===== config.mk =====
export PLATFORM = sky130hd
export DESIGN_NAME = half_duplex_link
export DESIGN_NICKNAME = d
export VERILOG_FILES = /design/src/rtl/half_duplex_link_pkg.sv /design/src/rtl/half_duplex_link_bit_timer.sv /design/src/rtl/half_duplex_link.sv
export SDC_FILE = /design/constraint.sdc
export NUM_CORES = 1
export LEC_CHECK = 0
export ABC_CLOCK_PERIOD_IN_PS = 4700
export CELL_PAD_IN_SITES_DETAIL_PLACEMENT = 0
export CELL_PAD_IN_SITES_GLOBAL_PLACEMENT = 1
export CORE_MARGIN = 4
export CORE_UTILIZATION = 30
export DETAILED_ROUTE_END_ITERATION = 7
export PLACE_DENSITY_LB_ADDON = 0.1
export SETUP_SLACK_MARGIN = 0.05
export SLEW_MARGIN = 20
export SYNTH_ARGS = -nofsm -noshare
export SYNTH_HDL_FRONTEND = slang
export SYNTH_HIERARCHICAL = 1
export SYNTH_SLANG_ARGS = --single-unit

===== constraint.sdc =====
create_clock -name clk -period 4.7 [get_ports clk]
set_input_delay 0.94 -clock clk [delete_from_list [all_inputs] [get_ports clk]]
set_output_delay 0.94 -clock clk [all_outputs]
set_load 0.02 [all_outputs]

===== src/rtl/half_duplex_link_pkg.sv =====
// Shared definitions for the half-duplex serial link: FSM state encodings,
// default parameter values and the level the line rests at when undriven.
package half_duplex_link_pkg;

    typedef enum logic [2:0] {
        IDLE     = 3'd0,
        TX_START = 3'd1,
        TX_DATA  = 3'd2,
        TURN     = 3'd3,
        RX_WAIT  = 3'd4,
        RX_START = 3'd5,
        RX_DATA  = 3'd6,
        DONE     = 3'd7
    } link_state_e;

    localparam int   DEF_DATA_W       = 8;
    localparam int   DEF_BIT_CYCLES   = 4;
    localparam int   DEF_TURN_CYCLES  = 2;
    localparam int   DEF_TIMEOUT_BITS = 16;
    localparam logic LINE_IDLE        = 1'b1;

    // Counter width that holds the full response timeout without wrapping.
    function automatic int timerWidth(input int bitCycles, input int timeoutBits);
        return $clog2(bitCycles * timeoutBits + 1);
    endfunction

endpackage


===== src/rtl/half_duplex_link_bit_timer.sv =====
// Loadable down-counter; tick_o is high while the count rests at zero, so a
// load of N-1 is acted on by the FSM at the N-th following clock edge.
module half_duplex_link_bit_timer #(
    parameter int CNT_W = 8
) (
    input  logic             clk,
    input  logic             rst_n,
    input  logic             load_i,
    input  logic [CNT_W-1:0] load_val_i,
    output logic             tick_o
);

    logic [CNT_W-1:0] cnt_q;

    always_ff @(posedge clk or negedge rst_n) begin
        if (!rst_n) begin
            cnt_q <= '0;
        end else if (load_i) begin
            cnt_q <= load_val_i;
        end else if (cnt_q != '0) begin
            cnt_q <= cnt_q - 1'b1;
        end
    end

    assign tick_o = (cnt_q == '0);

endmodule


===== src/rtl/half_duplex_link.sv =====
// Half-duplex transaction engine: sends one word on a shared pulled-up line,
// releases it for turnaround, then captures the far end's response word.
module half_duplex_link
    import half_duplex_link_pkg::*;
#(
    parameter int DATA_W       = DEF_DATA_W,
    parameter int BIT_CYCLES   = DEF_BIT_CYCLES,
    parameter int TURN_CYCLES  = DEF_TURN_CYCLES,
    parameter int TIMEOUT_BITS = DEF_TIMEOUT_BITS
) (
    input  logic              clk,
    input  logic              rst_n,
    input  logic              start,
    input  logic [DATA_W-1:0] tx_data,
    output logic              busy,
    output logic              done,
    output logic              err,
    output logic [DATA_W-1:0] rx_data,
    output logic              line_out,
    output logic              line_oe,
    input  logic              line_in
);

    localparam int CNT_W = timerWidth(BIT_CYCLES, TIMEOUT_BITS);
    localparam int BIT_W = $clog2(DATA_W + 1);
    localparam logic [CNT_W-1:0] BIT_LOAD    = CNT_W'(BIT_CYCLES - 1);
    localparam logic [CNT_W-1:0] HALF_LOAD   = CNT_W'(BIT_CYCLES / 2 - 1);
    localparam logic [CNT_W-1:0] TURN_LOAD   = CNT_W'(TURN_CYCLES - 1);
    localparam logic [CNT_W-1:0] TIMEOUT_CNT = CNT_W'(TIMEOUT_BITS * BIT_CYCLES);
    localparam logic [BIT_W-1:0] LAST_BIT    = BIT_W'(DATA_W - 1);

    link_state_e       state_q;
    logic [DATA_W-1:0] txShift_q;
    logic [DATA_W-1:0] rxShift_q;
    logic [DATA_W-1:0] rxData_q;
    logic [BIT_W-1:0]  bitCnt_q;
    logic [CNT_W-1:0]  waitCnt_q;
    logic              busy_q;
    logic              done_q;
    logic              err_q;
    logic              lineOut_q;
    logic              lineOe_q;

    logic              lineBit;
    logic              lineLow;
    logic              tick;
    logic              timerLoad;
    logic [CNT_W-1:0]  timerVal;

    // Anything other than a clean 0 (including X/Z) reads as the idle level.
    always_comb begin
        lineBit = LINE_IDLE;
        if (line_in == 1'b0) begin
            lineBit = 1'b0;
        end
    end
    assign lineLow = ~lineBit;

    always_comb begin
        timerLoad = 1'b0;
        timerVal  = BIT_LOAD;
        case (state_q)
            IDLE:                        timerLoad = start;
            TX_START, RX_START, RX_DATA: timerLoad = tick;
            TX_DATA: begin
                timerLoad = tick;
                if (bitCnt_q == LAST_BIT) begin
                    timerVal = TURN_LOAD;
                end
            end
            RX_WAIT: begin
                timerLoad = lineLow;
                timerVal  = HALF_LOAD;
            end
            default: ;
        endcase
    end

    half_duplex_link_bit_timer #(
        .CNT_W (CNT_W)
    ) u_timer (
        .clk        (clk),
        .rst_n      (rst_n),
        .load_i     (timerLoad),
        .load_val_i (timerVal),
        .tick_o     (tick)
    );

    // Line drivers and busy follow the state one clock later, so the pin
    // only ever sees flop outputs.
    always_ff @(posedge clk or negedge rst_n) begin
        if (!rst_n) begin
            state_q   <= IDLE;
            txShift_q <= '0;
            rxShift_q <= '0;
            rxData_q  <= '0;
            bitCnt_q  <= '0;
            waitCnt_q <= '0;
            busy_q    <= 1'b0;
            done_q    <= 1'b0;
            err_q     <= 1'b0;
            lineOut_q <= LINE_IDLE;
            lineOe_q  <= 1'b0;
        end else begin
            case (state_q)
                IDLE: begin
                    if (start) begin
                        txShift_q <= tx_data;
                        bitCnt_q  <= '0;
                        state_q   <= TX_START;
                    end
                end
                TX_START: begin
                    if (tick) state_q <= TX_DATA;
                end
                TX_DATA: begin
                    if (tick) begin
                        if (bitCnt_q == LAST_BIT) begin
                            state_q <= TURN;
                        end else begin
                            txShift_q <= txShift_q >> 1;
                            bitCnt_q  <= bitCnt_q + 1'b1;
                        end
                    end
                end
                TURN: begin
                    if (tick) begin
                        waitCnt_q <= '0;
                        state_q   <= RX_WAIT;
                    end
                end
                // The wait count survives false starts so glitches cannot stretch the timeout.
                RX_WAIT: begin
                    if (lineLow) begin
                        state_q <= RX_START;
                    end else if (waitCnt_q == TIMEOUT_CNT) begin
                        done_q  <= 1'b1;
                        err_q   <= 1'b1;
                        state_q <= DONE;
                    end else begin
                        waitCnt_q <= waitCnt_q + 1'b1;
                    end
                end
                RX_START: begin
                    if (tick) begin
                        if (lineLow) begin
                            bitCnt_q <= '0;
                            state_q  <= RX_DATA;
                        end else begin
                            state_q <= RX_WAIT;
                        end
                    end
                end
                RX_DATA: begin
                    if (tick) begin
                        rxShift_q <= {lineBit, rxShift_q[DATA_W-1:1]};
                        if (bitCnt_q == LAST_BIT) begin
                            done_q  <= 1'b1;
                            err_q   <= 1'b0;
                            state_q <= DONE;
                        end else begin
                            bitCnt_q <= bitCnt_q + 1'b1;
                        end
                    end
                end
                DONE: begin
                    if (!err_q) rxData_q <= rxShift_q;
                    done_q  <= 1'b0;
                    err_q   <= 1'b0;
                    state_q <= IDLE;
                end
                default: state_q <= IDLE;
            endcase

            lineOe_q  <= (state_q == TX_START) || (state_q == TX_DATA);
            lineOut_q <= (state_q == TX_START) ? 1'b0 :
                         (state_q == TX_DATA)  ? txShift_q[0] : LINE_IDLE;
            busy_q    <= (state_q != IDLE) && (state_q != DONE);
        end
    end

    assign busy     = busy_q;
    assign done     = done_q;
    assign err      = err_q;
    assign rx_data  = rxData_q;
    assign line_out = lineOut_q;
    assign line_oe  = lineOe_q;

endmodule


==> run metrics <==
run status finished clean; number of synthesis warnings 6; die area 10000 um2; Critical Path Slowest Stage Cell o21bai_1; synthesized instance count 225; most common cell after layout, fill and taps aside dfrtp_1; Final setup viols 0; number of synthesized flops with an enable pin 0; DIE HEIGHT 100 um; number of instances resized during post-cts repair 0; number of antenna violations at the first check in global routing 0; final cell area excluding filler cells 3000 um2; Maximum Capacitance Violations 0; maximum number of buffers from clock root to sink 2; maximum level of the CTS H-tree 2; Detailed Routing Iterations Pass 1 4; pin count of the biggest net entering global routing 51; fraction of post-synthesis cell area in the top cell type by area a little under 50%; CTS clk-pin slew, worst paths approximately 0.090 ns; filler cell count 832; Top Family by Delay on Critical Path compound AO/OA/AOI/OAI gates; combinational group share of total power 29.1%; starting utilization of the core area 30.9%; number of primary I/O pins 25; critical path type reg -> reg; Post-synth ARST share 100%; worst path arrival time 3.14 ns; ratio of routed vias to standard cells 4.83; antenna diode count 0; clock network latency to the later pin of the worst-skew pair 0.30 ns; sink count of the clock tree 50; ranking of synthesized cells by area dfrtp_1 48%, mux2_1 7.1%, mux2_2 6.6%; sequential share of the synthesized area 49.3%; category of the worst setup path launch point register; number of violations reported at the end of detailed-routing iteration 0 38; die width 100 um; count of hold-fix buffers inserted at cts 0; aggregate routed wire length 4770 um; first-pass GRT wire length around 8300 um; HPWL after detailed placement 3320 um; stage delay of the slowest cell on the critical path about 0.76 ns; num rows 33; Sw Share 33.5%; Port-buffer cells 24; maximum clock frequency 339 MHz; power density over cell area around 450 nW/um2; largest area contributor in the synthesized netlist dfrtp_1; part of the cycle the worst path needs between 60% and 70%; clock tree from TritonCTS done; final global-route overflow total 0; sw power 0.458 mW; leading register cell type out of synthesis dfrtp_1; number of DRC violations after detailed routing 0; synth unique cells 60; ratio of cells with drive above 1 in the final layout 14.7%; Worst-Margin Slew 0.937 ns; Slew Viols, Final 0; Routed Antenna Nets 0; Synth Cell Area roughly 2500 um2; synthesized area per cell 11.3 um2; Overall Global Routing Usage 10.2%; internal power contribution 0.907 mW; number of non-filler instances in the completed layout 357; max_slew headroom 37.4%; #FFs+latches synth 50; commonest cells after routing, fill and taps aside 49 x dfrtp_1, 23 x clkdlybuf4s50_1, 16 x nand2_1, 16 x mux2_1, 15 x mux2_2; register share of total power 48.4%; post-placement cell area 2890 um2; required time of the critical path around 4.9 ns; area inside the core boundary 8220 um2; number of buffer and inverter stages on the critical path 0; number of nets in the final layout 268; Wirelength per Cell 13.4 um; clock buffers created by TritonCTS 5; Core Util, Final 36.5%; time the final worst path needs with I/O delays and setup a little under 3 ns; Worst VDD drop 0.170 mV; standby leakage power approximately 1.3 nW; number of endpoints with negative hold slack in the final report 0; Sum Neg Setup Slack 0 ns; via count of the first global-routing pass 1712; Worst Skew 0.00716 ns; CP max FO 14; type of element capturing the critical path register; cells along the critical path or4_4 > nor2_1 > a21oi_1 > o21bai_1 > a221oi_1 > a21o_1; post-synthesis to final-layout area growth 18.1%; final weighted congestion of routability-driven global placement a little over 0.7; cell count after placement 349; RSZ-0062 raised after global routing false; portion of total power attributed to the clock network 22.5%; DR vias 1724; Post-CTS Setup Bufs 0; worst hold path type reg -> reg; root buffer selected by CTS clkbuf_8
-- kinds of logic (layout without fill, tap and decap cells) --
logic type,after synthesis,after routing,synth area share [%]
simple gates,66,66,15.8
flops,50,50,49.3
compound gates,46,46,12.5
mux,35,35,15.3
buf+inv,16,39,2.61
fa+ha+maj,5,5,2.46
xor+xnor,5,5,1.72
other cells,2,6,0.295
-- flip-flops by register name, summed over array words and instances (netlist names) --
name and count:
u_timer/cnt_q 7, waitCnt_q 7, done 1, rx_data 8
bitCnt_q 4, line_out 1, err 1, state_q 3
busy 1, line_oe 1, txShift_q 8, rxShift_q 8
-- final timing paths --
check | endpoint | startpoint | depth (start not counted) | slack, ns
hold reg to reg | rxShift_q[0] | rxShift_q[0] | 1 | 0.49
min in group asynchronous | u_timer/cnt_q[0] | rst_n | 2 | 0.75
setup / recovery | u_timer/cnt_q[3] | u_timer/cnt_q[4] | 6 | 1.75
max in group asynchronous | waitCnt_q[6] | rst_n | 2 | 3.52
hold / removal | rxShift_q[0] | rxShift_q[0] | 1 | 0.49
setup reg to reg | u_timer/cnt_q[3] | u_timer/cnt_q[4] | 6 | 1.75
-- worst reg2reg max path, delay by kind of cell (launching register included) --
family          cells  cell delay [ns]
simple gates        2             1.16
compound gates      4             1.26
flops               1             0.43
-- cells in the mapped netlist (3+ instances only) --
master and count:
a21oi_1 10, a31oi_1 4, and2_1 3, buf_2 5, clkbuf_1 4, dfrtp_1 49, ha_1 5, inv_1 6
mux2_1 16, mux2_2 15, mux2i_1 4, nand2_1 16, nand2b_1 7, nor2_1 9, nor2b_1 3, o21ai_0 8
o31ai_1 5, xor2_1 3
-- power by group through the flow --
stage | combinational [mW] | sequential, mW | clock [mW]
detailed placement | 0.404 | 0.672 | 0
global placement | 0.405 | 0.672 | 0
finish | 0.397 | 0.661 | 0.307
CTS | 0.406 | 0.663 | 0.325
global route | 0.449 | 0.686 | 0.340
floorplan | 0.326 | 0.631 | 0
-- layer usage --
metal | vias to the layer above | track usage [%] | part of all wire [%]
li1 | 862 | - | -
met1 | 829 | 13.8 | 49
met2 | 26 | 15.9 | 46
met3 | 7 | 2.43 | 3.6
met4 | 0 | 3.83 | 1.6
met5 | - | 0 | 0
-- layout make-up --
type	instances	area, um2	area share (%)
inverter	6	22.5	0.750
timing repair buffer	25	243	8.09
sequential	50	1250	41.7
multi-input combinational	163	1240	41.3
tap	105	131	4.38
clock buffer	5	68.8	2.29
clock inverter	3	45.0	1.50
-- per-stage QoR --
step | power [mW] | setup slack, ns | hold WS (ns)
3_3_place_gp | 1.08 | 1.64 | 0.470
4_1_cts | 1.39 | 1.70 | 0.496
5_1_grt | 1.48 | 1.54 | 0.519
2_1_floorplan | 0.957 | 2.33 | 0.451
3_5_place_dp | 1.08 | 1.57 | 0.475
6_report | 1.36 | 1.75 | 0.490
Power figures use the tool's default switching activity.
